`config.mk`:
```
export PLATFORM = sky130hd
export DESIGN_NAME = serial_alu_ctrl
export DESIGN_NICKNAME = d
export VERILOG_FILES = /design/src/rtl/serial_alu_pkg.sv /design/src/rtl/serial_alu_ctrl_alu1bit.sv /design/src/rtl/serial_alu_ctrl.sv
export SDC_FILE = /design/constraint.sdc
export NUM_CORES = 1
export LEC_CHECK = 0
export ABC_AREA = 1
export BUFFER_PORTS_ARGS = -buffer_cell sky130_fd_sc_hd__buf_2
export CORE_MARGIN = 8
export CORE_UTILIZATION = 49
export CTS_CLUSTER_DIAMETER = 30
export DETAILED_ROUTE_END_ITERATION = 12
export GPL_TIMING_DRIVEN = 0
export PLACE_DENSITY = 0.74
export SLEW_MARGIN = 20
export SYNTH_ARGS = -nofsm -noshare
export SYNTH_HDL_FRONTEND = slang
export SYNTH_HIERARCHICAL = 1
export SYNTH_SLANG_ARGS = --single-unit
export TNS_END_PERCENT = 1
```
`constraint.sdc`:
```
create_clock -name clk -period 1.65 [get_ports clk]
set_clock_uncertainty 0.15 [all_clocks]
set_input_delay 0.33 -clock clk [delete_from_list [all_inputs] [get_ports clk]]
set_output_delay 0.33 -clock clk [all_outputs]
set_load 0.01 [all_outputs]
```
`src/rtl/serial_alu_pkg.sv`:
```
// Shared opcode and controller state encodings for the bit-serial ALU.
package serial_alu_pkg;

  typedef enum logic [1:0] {
    OP_NOR = 2'b00,
    OP_XOR = 2'b01,
    OP_ADD = 2'b10,
    OP_SUB = 2'b11
  } op_e;

  typedef enum logic [1:0] {
    IDLE = 2'b00,
    RUN  = 2'b01,
    DONE = 2'b10
  } state_e;

  // ADD and SUB are the only opcodes that produce a carry chain.
  function automatic logic is_arith(op_e op);
    return op[1];
  endfunction

endpackage

```
`src/rtl/serial_alu_ctrl_alu1bit.sv`:
```
// Combinational 1-bit ALU slice: NOR, XOR, full-add, and subtract via inverted B.
import serial_alu_pkg::*;

module alu1bit (
  input  logic       a,
  input  logic       b,
  input  logic       cin,
  input  logic [1:0] op,
  output logic       s,
  output logic       cout
);

  logic b_eff;

  always_comb begin
    b_eff = b ^ (op == OP_SUB);
    s     = 1'b0;
    cout  = 1'b0;
    case (op)
      OP_NOR: s = ~(a | b);
      OP_XOR: s = a ^ b;
      default: begin
        s    = a ^ b_eff ^ cin;
        cout = (a & b_eff) | (a & cin) | (b_eff & cin);
      end
    endcase
  end

endmodule

```
`src/rtl/serial_alu_ctrl.sv`:
```
// Bit-serial N-bit ALU sequencer around one alu1bit slice, LSB first.
// Optional signed-overflow output enabled by defining SERIAL_ALU_OVF_EN.
import serial_alu_pkg::*;

module serial_alu_ctrl #(
  parameter int unsigned WIDTH = 8
) (
  input  logic             clk,
  input  logic             rst,
  input  logic             start,
  input  logic [WIDTH-1:0] a,
  input  logic [WIDTH-1:0] b,
  input  logic [1:0]       op,
  output logic             busy,
  output logic             done,
  output logic [WIDTH-1:0] result,
  output logic             cout
`ifdef SERIAL_ALU_OVF_EN
  ,
  output logic             ovf
`endif
);

  localparam int unsigned CW = $clog2(WIDTH);
  localparam logic [CW-1:0] LAST = CW'(WIDTH - 1);

  state_e           state;
  logic [CW-1:0]    cnt;
  logic [WIDTH-1:0] a_sh;
  logic [WIDTH-1:0] b_sh;
  logic [WIDTH-2:0] res_sh;
  logic [WIDTH-1:0] res_next;
  op_e              op_q;
  logic             carry;
  logic             s_bit;
  logic             c_bit;

  alu1bit u_slice (
    .a    (a_sh[0]),
    .b    (b_sh[0]),
    .cin  (carry),
    .op   (op_q),
    .s    (s_bit),
    .cout (c_bit)
  );

  // Partial result lives in res_sh; result is only written once all bits are in.
  assign res_next = {s_bit, res_sh};
  assign busy     = (state == RUN);
  assign done     = (state == DONE);

  always_ff @(posedge clk) begin
    if (rst) begin
      state  <= IDLE;
      cnt    <= '0;
      carry  <= 1'b0;
      a_sh   <= '0;
      b_sh   <= '0;
      res_sh <= '0;
      op_q   <= OP_NOR;
      result <= '0;
      cout   <= 1'b0;
`ifdef SERIAL_ALU_OVF_EN
      ovf    <= 1'b0;
`endif
    end else begin
      case (state)
        IDLE, DONE: begin
          if (start) begin
            state <= RUN;
            a_sh  <= a;
            b_sh  <= b;
            op_q  <= op_e'(op);
            cnt   <= '0;
            carry <= (op == OP_SUB);
          end else begin
            state <= IDLE;
          end
        end
        RUN: begin
          a_sh   <= {1'b0, a_sh[WIDTH-1:1]};
          b_sh   <= {1'b0, b_sh[WIDTH-1:1]};
          res_sh <= res_next[WIDTH-1:1];
          carry  <= c_bit;
          cnt    <= cnt + 1'b1;
          if (cnt == LAST) begin
            state  <= DONE;
            result <= res_next;
            cout   <= is_arith(op_q) ? c_bit : 1'b0;
`ifdef SERIAL_ALU_OVF_EN
            // carry FF holds the carry into the MSB during the last bit
            ovf    <= is_arith(op_q) ? (carry ^ c_bit) : 1'b0;
`endif
          end
        end
        default: state <= IDLE;
      endcase
    end
  end

endmodule

```
==> results of run 1 <==
## cells in the final DEF (no fill, tap or decap), types with 3 or more instances in the layout
| master | n |
|---|---|
| nor3_1 | 14 |
| buf_6 | 5 |
| nand2_1 | 36 |
| buf_2 | 35 |
| clkbuf_8 | 6 |
| nand3_1 | 36 |
| a21oi_1 | 9 |
| inv_1 | 28 |
| buf_4 | 7 |
| nor2_1 | 44 |
| ha_1 | 3 |
| o21ai_0 | 14 |
| dfxtp_1 | 36 |
## area by class of cell
type                            count  area, µm²
Sequential cell                    40        811
Tap cell                           48       60.1
Buffer                             14        111
Timing Repair Buffer               33        173
Multi-Input combinational cell    167        802
Inverter                           30        113
Clock buffer                        8       90.1
Fill cell                         374       1450
## per-stage QoR
step / worst slack (ns) / cell area [µm²] / util / setup TNS [ns] / instances
after detailed placement: -0.149 / 2020 / 0.560 / -0.229 / 329
after CTS: 0.0220 / 2130 / 0.591 / 0 / 338
after global routing: -0.0523 / 2160 / 0.599 / -0.0693 / 340
final: 0.0655 / 2160 / 0.599 / 0 / 340
after global placement: -0.114 / 2020 / 0.560 / -0.170 / 329
after floorplan: 0.0275 / 1810 / - / 0 / 251
## layer usage
layer | track usage | vias up | part of all wire
met1 | 0.160 | 756 | 0.48
li1 | - | 879 | -
met5 | 0 | - | 0
met3 | 0.0594 | 8 | 0.051
met2 | 0.220 | 24 | 0.45
met4 | 0.0577 | 0 | 0.017
## power by group through the flow
stage               Combinational, mW  Clock [mW]  Sequential (mW)
finish                          0.348       0.673             1.07
global route                    0.400       0.717             1.07
CTS                             0.341       0.687             1.07
detailed placement              0.330           0             1.09
global placement                0.323           0             1.09
floorplan                       0.251           0             1.08
## registers in the layout, summed over array words and instances (netlist names)
register / count
a_sh: 8
b_sh: 8
carry: 1
cnt: 3
cout: 1
op_q: 2
res_sh: 7
result: 8
state: 2
## logic make-up after synthesis
kind of cell	synth area share
AO/OA/AOI/OAI	0.0719
adder cells (fa/ha/maj)	0.0318
buffers and inverters	0.122
flip-flops	0.443
AND/OR/NAND/NOR	0.332
## what timing repair did
action,4_1_cts,5_1_grt
pin swaps,1,3
setup buffers,1,2
hold buffers,0,0
gates cloned,0,0
endpoints found under the setup margin,4,7
gates resized for setup,7,5
## worst max-delay path: stages (launching register included)
cell and delay (ns):
dfxtp_2 0.36, inv_1 0.09, nor2_4 0.12, buf_6 0.11, buf_2 0.12
## worst min-delay path by stage
| stage | startpoint | end | slack, ns | cells after the start |
|---|---|---|---|---|
| 2_1_floorplan | cnt[0]$_SDFFE_PP0P_ | cnt[0]$_SDFFE_PP0P_ | 0.28 | 1 |
| 3_3_place_gp | cout$_SDFFE_PP0P_ | cout$_SDFFE_PP0P_ | 0.30 | 2 |
| 3_5_place_dp | cnt[0]$_SDFFE_PP0P_ | cnt[0]$_SDFFE_PP0P_ | 0.31 | 1 |
| 4_1_cts | b[4] | b_sh[4]$_SDFFE_PP0P_ | 0.11 | 3 |
| 5_1_grt | b[3] | b_sh[3]$_SDFFE_PP0P_ | 0.12 | 3 |
| 6_report | b[4] | b_sh[4]$_SDFFE_PP0P_ | 0.11 | 3 |
==> results.py, run 1 <==
metrics = {
    "setup_path": {
        "cp.arrival_ns": 1.10,
        "cp.required_ns": 1.17,
        "start_kind": "flop",
        "endpoint": "busy",
        "r2r_end": "res_sh[6]$_SDFFE_PP0P_",
        "reg2reg_from": "op_q[1]$_SDFFE_PP0P_",
        "cp_max_fo": 5,
        "r2r_cells": 9,
        "crit_start": "state[0]$_SDFFE_PP0P_",
        "r2r_slack_ns": 0.07,
        "end_kind": "output port",
        "worstSetupPathType": "flop to output port",
    },
    "synthesis": {
        "synth_top_area_cell": "dfxtp_1",
        "netlist.area_leader.share": 0.443,
        "synthTopCellsByCount": "nor2_1 (44), dfxtp_1 (40), nand3_1 (37)",
        "synth_most_common_cell": "nor2_1",
        "post_synth.cell_area_avg_um2": 7.21,
        "synth_nets": 276,
        "synth-async-reset-ratio": 0,
        "synth_area_leaders": "dfxtp_1 (44%), nand3_1 (10%), nor2_1 (9.1%), nand2_1 (7.5%), inv_1 (6.0%)",
        "synth_edf_count": 0,
        "ys.flop_type": "dfxtp_1",
        "yosysWarnings": 6,
        "synthCells": 251,
        "synth_area_um2": 1810,
        "ys_types": 19,
        "ys_seq_area_frac": 0.443,
        "ys_ff_latch": 40,
    },
    "timing": {
        "fmax_mhz": 631,
        "rsz0062_at_grt": "true",
        "setup_viol": 0,
        "post-route-period-util": 0.960,
        "hold_slack_ns": 0.109,
        "drv_slew": 0,
        "tightest_slew_ns": 0.383,
        "hold_violations": 0,
        "fin_crit_ns": 1.58,
        "maxSlewHeadroom": 0.743,
    },
    "pwr": {
        "pwr-share-comb": 0.167,
        "swShare": 0.272,
        "powerDensity_nw_per_um2": 967,
        "p_switching_mw": 0.567,
        "p_leak_nw": 1.05,
        "power.internal_mw": 1.52,
        "p_seq_frac": 0.511,
        "p_total_mw": 2.09,
        "power_frac_clock": 0.323,
        "irDropWorstVdd_mv": 0.724,
    },
    "routing": {
        "via_count": 1667,
        "ant_nets": 0,
        "drt-pass1-iter-count": 4,
        "wirelength_um": 3930,
        "viasPerCell": 4.90,
        "drt_iter0_drc": 131,
        "drc": 0,
        "avgRoutedWirePerCell_um": 11.6,
    },
    "layout": {
        "area_delta_synth_final_pct": 19.4,
        "nets": 316,
        "antenna_cells": 0,
        "drive_gt1_frac": 0.223,
    },
    "global_routing": {
        "overflow": 0,
        "grt_pass1_wl_um": 6730,
        "grt_max_degree": 12,
        "grt_pass1_vias": 1549,
        "track_usage": 0.139,
        "grt_antenna_before_repair": 0,
    },
    "clock_network": {
        "cts_root_buf": "clkbuf_8",
        "cts_made_buffers": 5,
        "cts.clk_slew.worst_paths_ns": 0.07,
        "clk_latency_ns": 0.29,
        "clock_sinks": 40,
        "cts_tree": "yes",
        "htree_levels": 2,
        "clock_path_buffers": 2,
    },
    "die": {
        "num_rows": 22,
        "die-area_um2": 5890,
        "die_h_um": 76.8,
        "io_pins": 32,
        "start_util": 0.502,
        "die_w_um": 76.8,
        "core_area_um2": 3610,
    },
    "flow_run": {
        "cap_violations": 0,
    },
    "place": {
        "dp_hpwl_um": 2800,
        "place_congestion": 0.803,
        "port-buffer-count": 30,
    },
    "min_path": {
        "min_path_type": "primary input to flop",
    },
    "run_status": {
        "status": "finished clean",
    },
}
(Power assumes the default switching activity.)
==> run 2, diff against run 1 <==
RECOVER_POWER = 100   (was not set)
==> results.py, run 2 (synthesis gave the netlist of run 1 again) <==
metrics = {
    "layout": {
        "top_regs": "a_sh (8), b_sh (8), result (8)",
        "area_delta_synth_final_pct": 18.0,
        "final_util": 0.592,
        "final_common_cell": "nor2_1",
        "drive_gt1_frac": 0.188,
        "final_cell_mix": "nor2_1 (44), nand2_1 (36), nand3_1 (36), dfxtp_1 (36), inv_1 (29)",
        "antenna_cells": 0,
        "nFillCells": 381,
        "multiInputGateArea_um2": 802,
        "nets": 316,
        "register_area_um2": 811,
    },
    "pwr": {
        "p_leak_nw": 1.01,
        "irDropWorstVdd_mv": 0.722,
        "powerDensity_nw_per_um2": 975,
    },
    "clock_network": {
        "clock_sinks": 40,
        "cts_tree": "yes",
        "cts_made_buffers": 5,
        "clk_latency_ns": 0.30,
        "cts.clk_slew.worst_paths_ns": 0.08,
        "htree_levels": 2,
        "cts_root_buf": "clkbuf_8",
        "clock_path_buffers": 2,
    },
    "timing": {
        "fin_crit_ns": 1.59,
        "tightest_slew_ns": 0.384,
        "drv_slew": 0,
        "worst_slack_ns": 0.0619,
        "post-route-period-util": 0.963,
        "fmax_mhz": 630,
        "hold_violations": 0,
        "maxSlewHeadroom": 0.743,
        "rsz0062_at_grt": "true",
        "setup_viol": 0,
    },
    "setup_path": {
        "cp.required_ns": 1.17,
        "worstSetupPathType": "flop to output port",
        "crit_chain": "inv_1, nor2_4, buf_6, buf_2",
        "crit_slowest_cell": "dfxtp_2",
        "cp.arrival_ns": 1.11,
        "start_kind": "flop",
        "critPathMaxStageDelay_ns": 0.36,
        "end_kind": "output port",
        "cp_max_fo": 5,
    },
    "routing": {
        "wirelength_um": 3950,
        "avgRoutedWirePerCell_um": 11.6,
        "viasPerCell": 4.91,
        "via_count": 1670,
        "ant_nets": 0,
        "drc": 0,
        "drt-pass1-iter-count": 4,
        "drt_iter0_drc": 112,
    },
    "place": {
        "place_ws_ns": -0.149,
        "port-buffer-count": 30,
        "dp_hpwl_um": 2800,
        "place_congestion": 0.803,
    },
    "global_routing": {
        "globalRouteMet1Util": 0.160,
        "grt_busiest_layer": "met2",
        "grt_max_degree": 12,
        "use_met3": 0.0594,
        "grt_pass1_vias": 1549,
        "grt_pass1_wl_um": 6730,
        "overflow": 0,
        "use_met2": 0.220,
        "grt_antenna_before_repair": 0,
        "track_usage": 0.139,
    },
    "run_status": {
        "status": "finished clean",
    },
    "flow_run": {
        "cap_violations": 0,
    },
    "die": {
        "die-area_um2": 5890,
        "io_pins": 32,
        "core_area_um2": 3610,
        "die_w_um": 76.8,
        "num_rows": 22,
        "die_h_um": 76.8,
        "start_util": 0.502,
    },
    "min_path": {
        "min_path_type": "primary input to flop",
    },
}
==> run 2: changes by cell type in the layout (fill, tap and decap cells not counted) <==
cell,change
buf_6,-2
inv_2,-1
o21ai_0,+1
inv_1,+1
buf_2,-9
clkbuf_2,+2
clkbuf_1,+9
o21ai_1,-1
==> run 2: area by class of cell <==
class / count / share of cell area
Inverter: 30 / 0.0527
Multi-Input combinational cell: 167 / 0.376
Buffer: 14 / 0.0463
Tap cell: 48 / 0.0281
Timing Repair Buffer: 33 / 0.0756
Sequential cell: 40 / 0.380
Clock buffer: 8 / 0.0422
==> run 2: stage by stage <==
step	cell area, µm²	cells	hold WS [ns]	power, mW	TNS, ns
after floorplan	1810	251	0.278	1.33	0
after global routing	2140	340	0.115	2.18	-0.0698
after global placement	2020	329	0.296	1.41	-0.170
after CTS	2130	338	0.106	2.10	0
final	2140	340	0.110	2.08	0
after detailed placement	2020	329	0.308	1.42	-0.229
==> run 2: worst paths after layout <==
kind / to / depth (start not counted) / slack [ns] / startpoint
worst max-delay path: busy / 4 / 0.06 / state[0]$_SDFFE_PP0P_
worst min register to register: res_sh[4]$_SDFFE_PP0P_ / 2 / 0.32 / res_sh[4]$_SDFFE_PP0P_
worst min-delay path: b_sh[4]$_SDFFE_PP0P_ / 3 / 0.11 / b[4]
worst max register to register: res_sh[6]$_SDFFE_PP0P_ / 9 / 0.07 / op_q[1]$_SDFFE_PP0P_
==> run 2: report_power, final <==
group	internal, mW	switching [mW]	total [mW]
combinational	0.142	0.200	0.342
clock	0.341	0.334	0.675
sequential	1.03	0.0331	1.07
total	1.52	0.567	2.08
==> run 2: layer usage <==
layer	part of all wire	vias up
met5	0	-
met4	0.016	0
met3	0.053	8
met2	0.45	26
met1	0.48	758
li1	-	878
==> run 2: repair_timing <==
action                     in CTS  in global routing
setup buffers                   1                  2
hold buffers                    0                  0
resized for setup               7                  5
pin swaps                       1                  3
setup endpoints to repair       4                  7
==> run 2: worst max-delay path, delay by kind of cell (launching register included) <==
| kind | cells | cell delay [ns] |
|---|---|---|
| and+or+nand+nor | 1 | 0.12 |
| DFF | 1 | 0.36 |
| buffers and inverters | 3 | 0.32 |
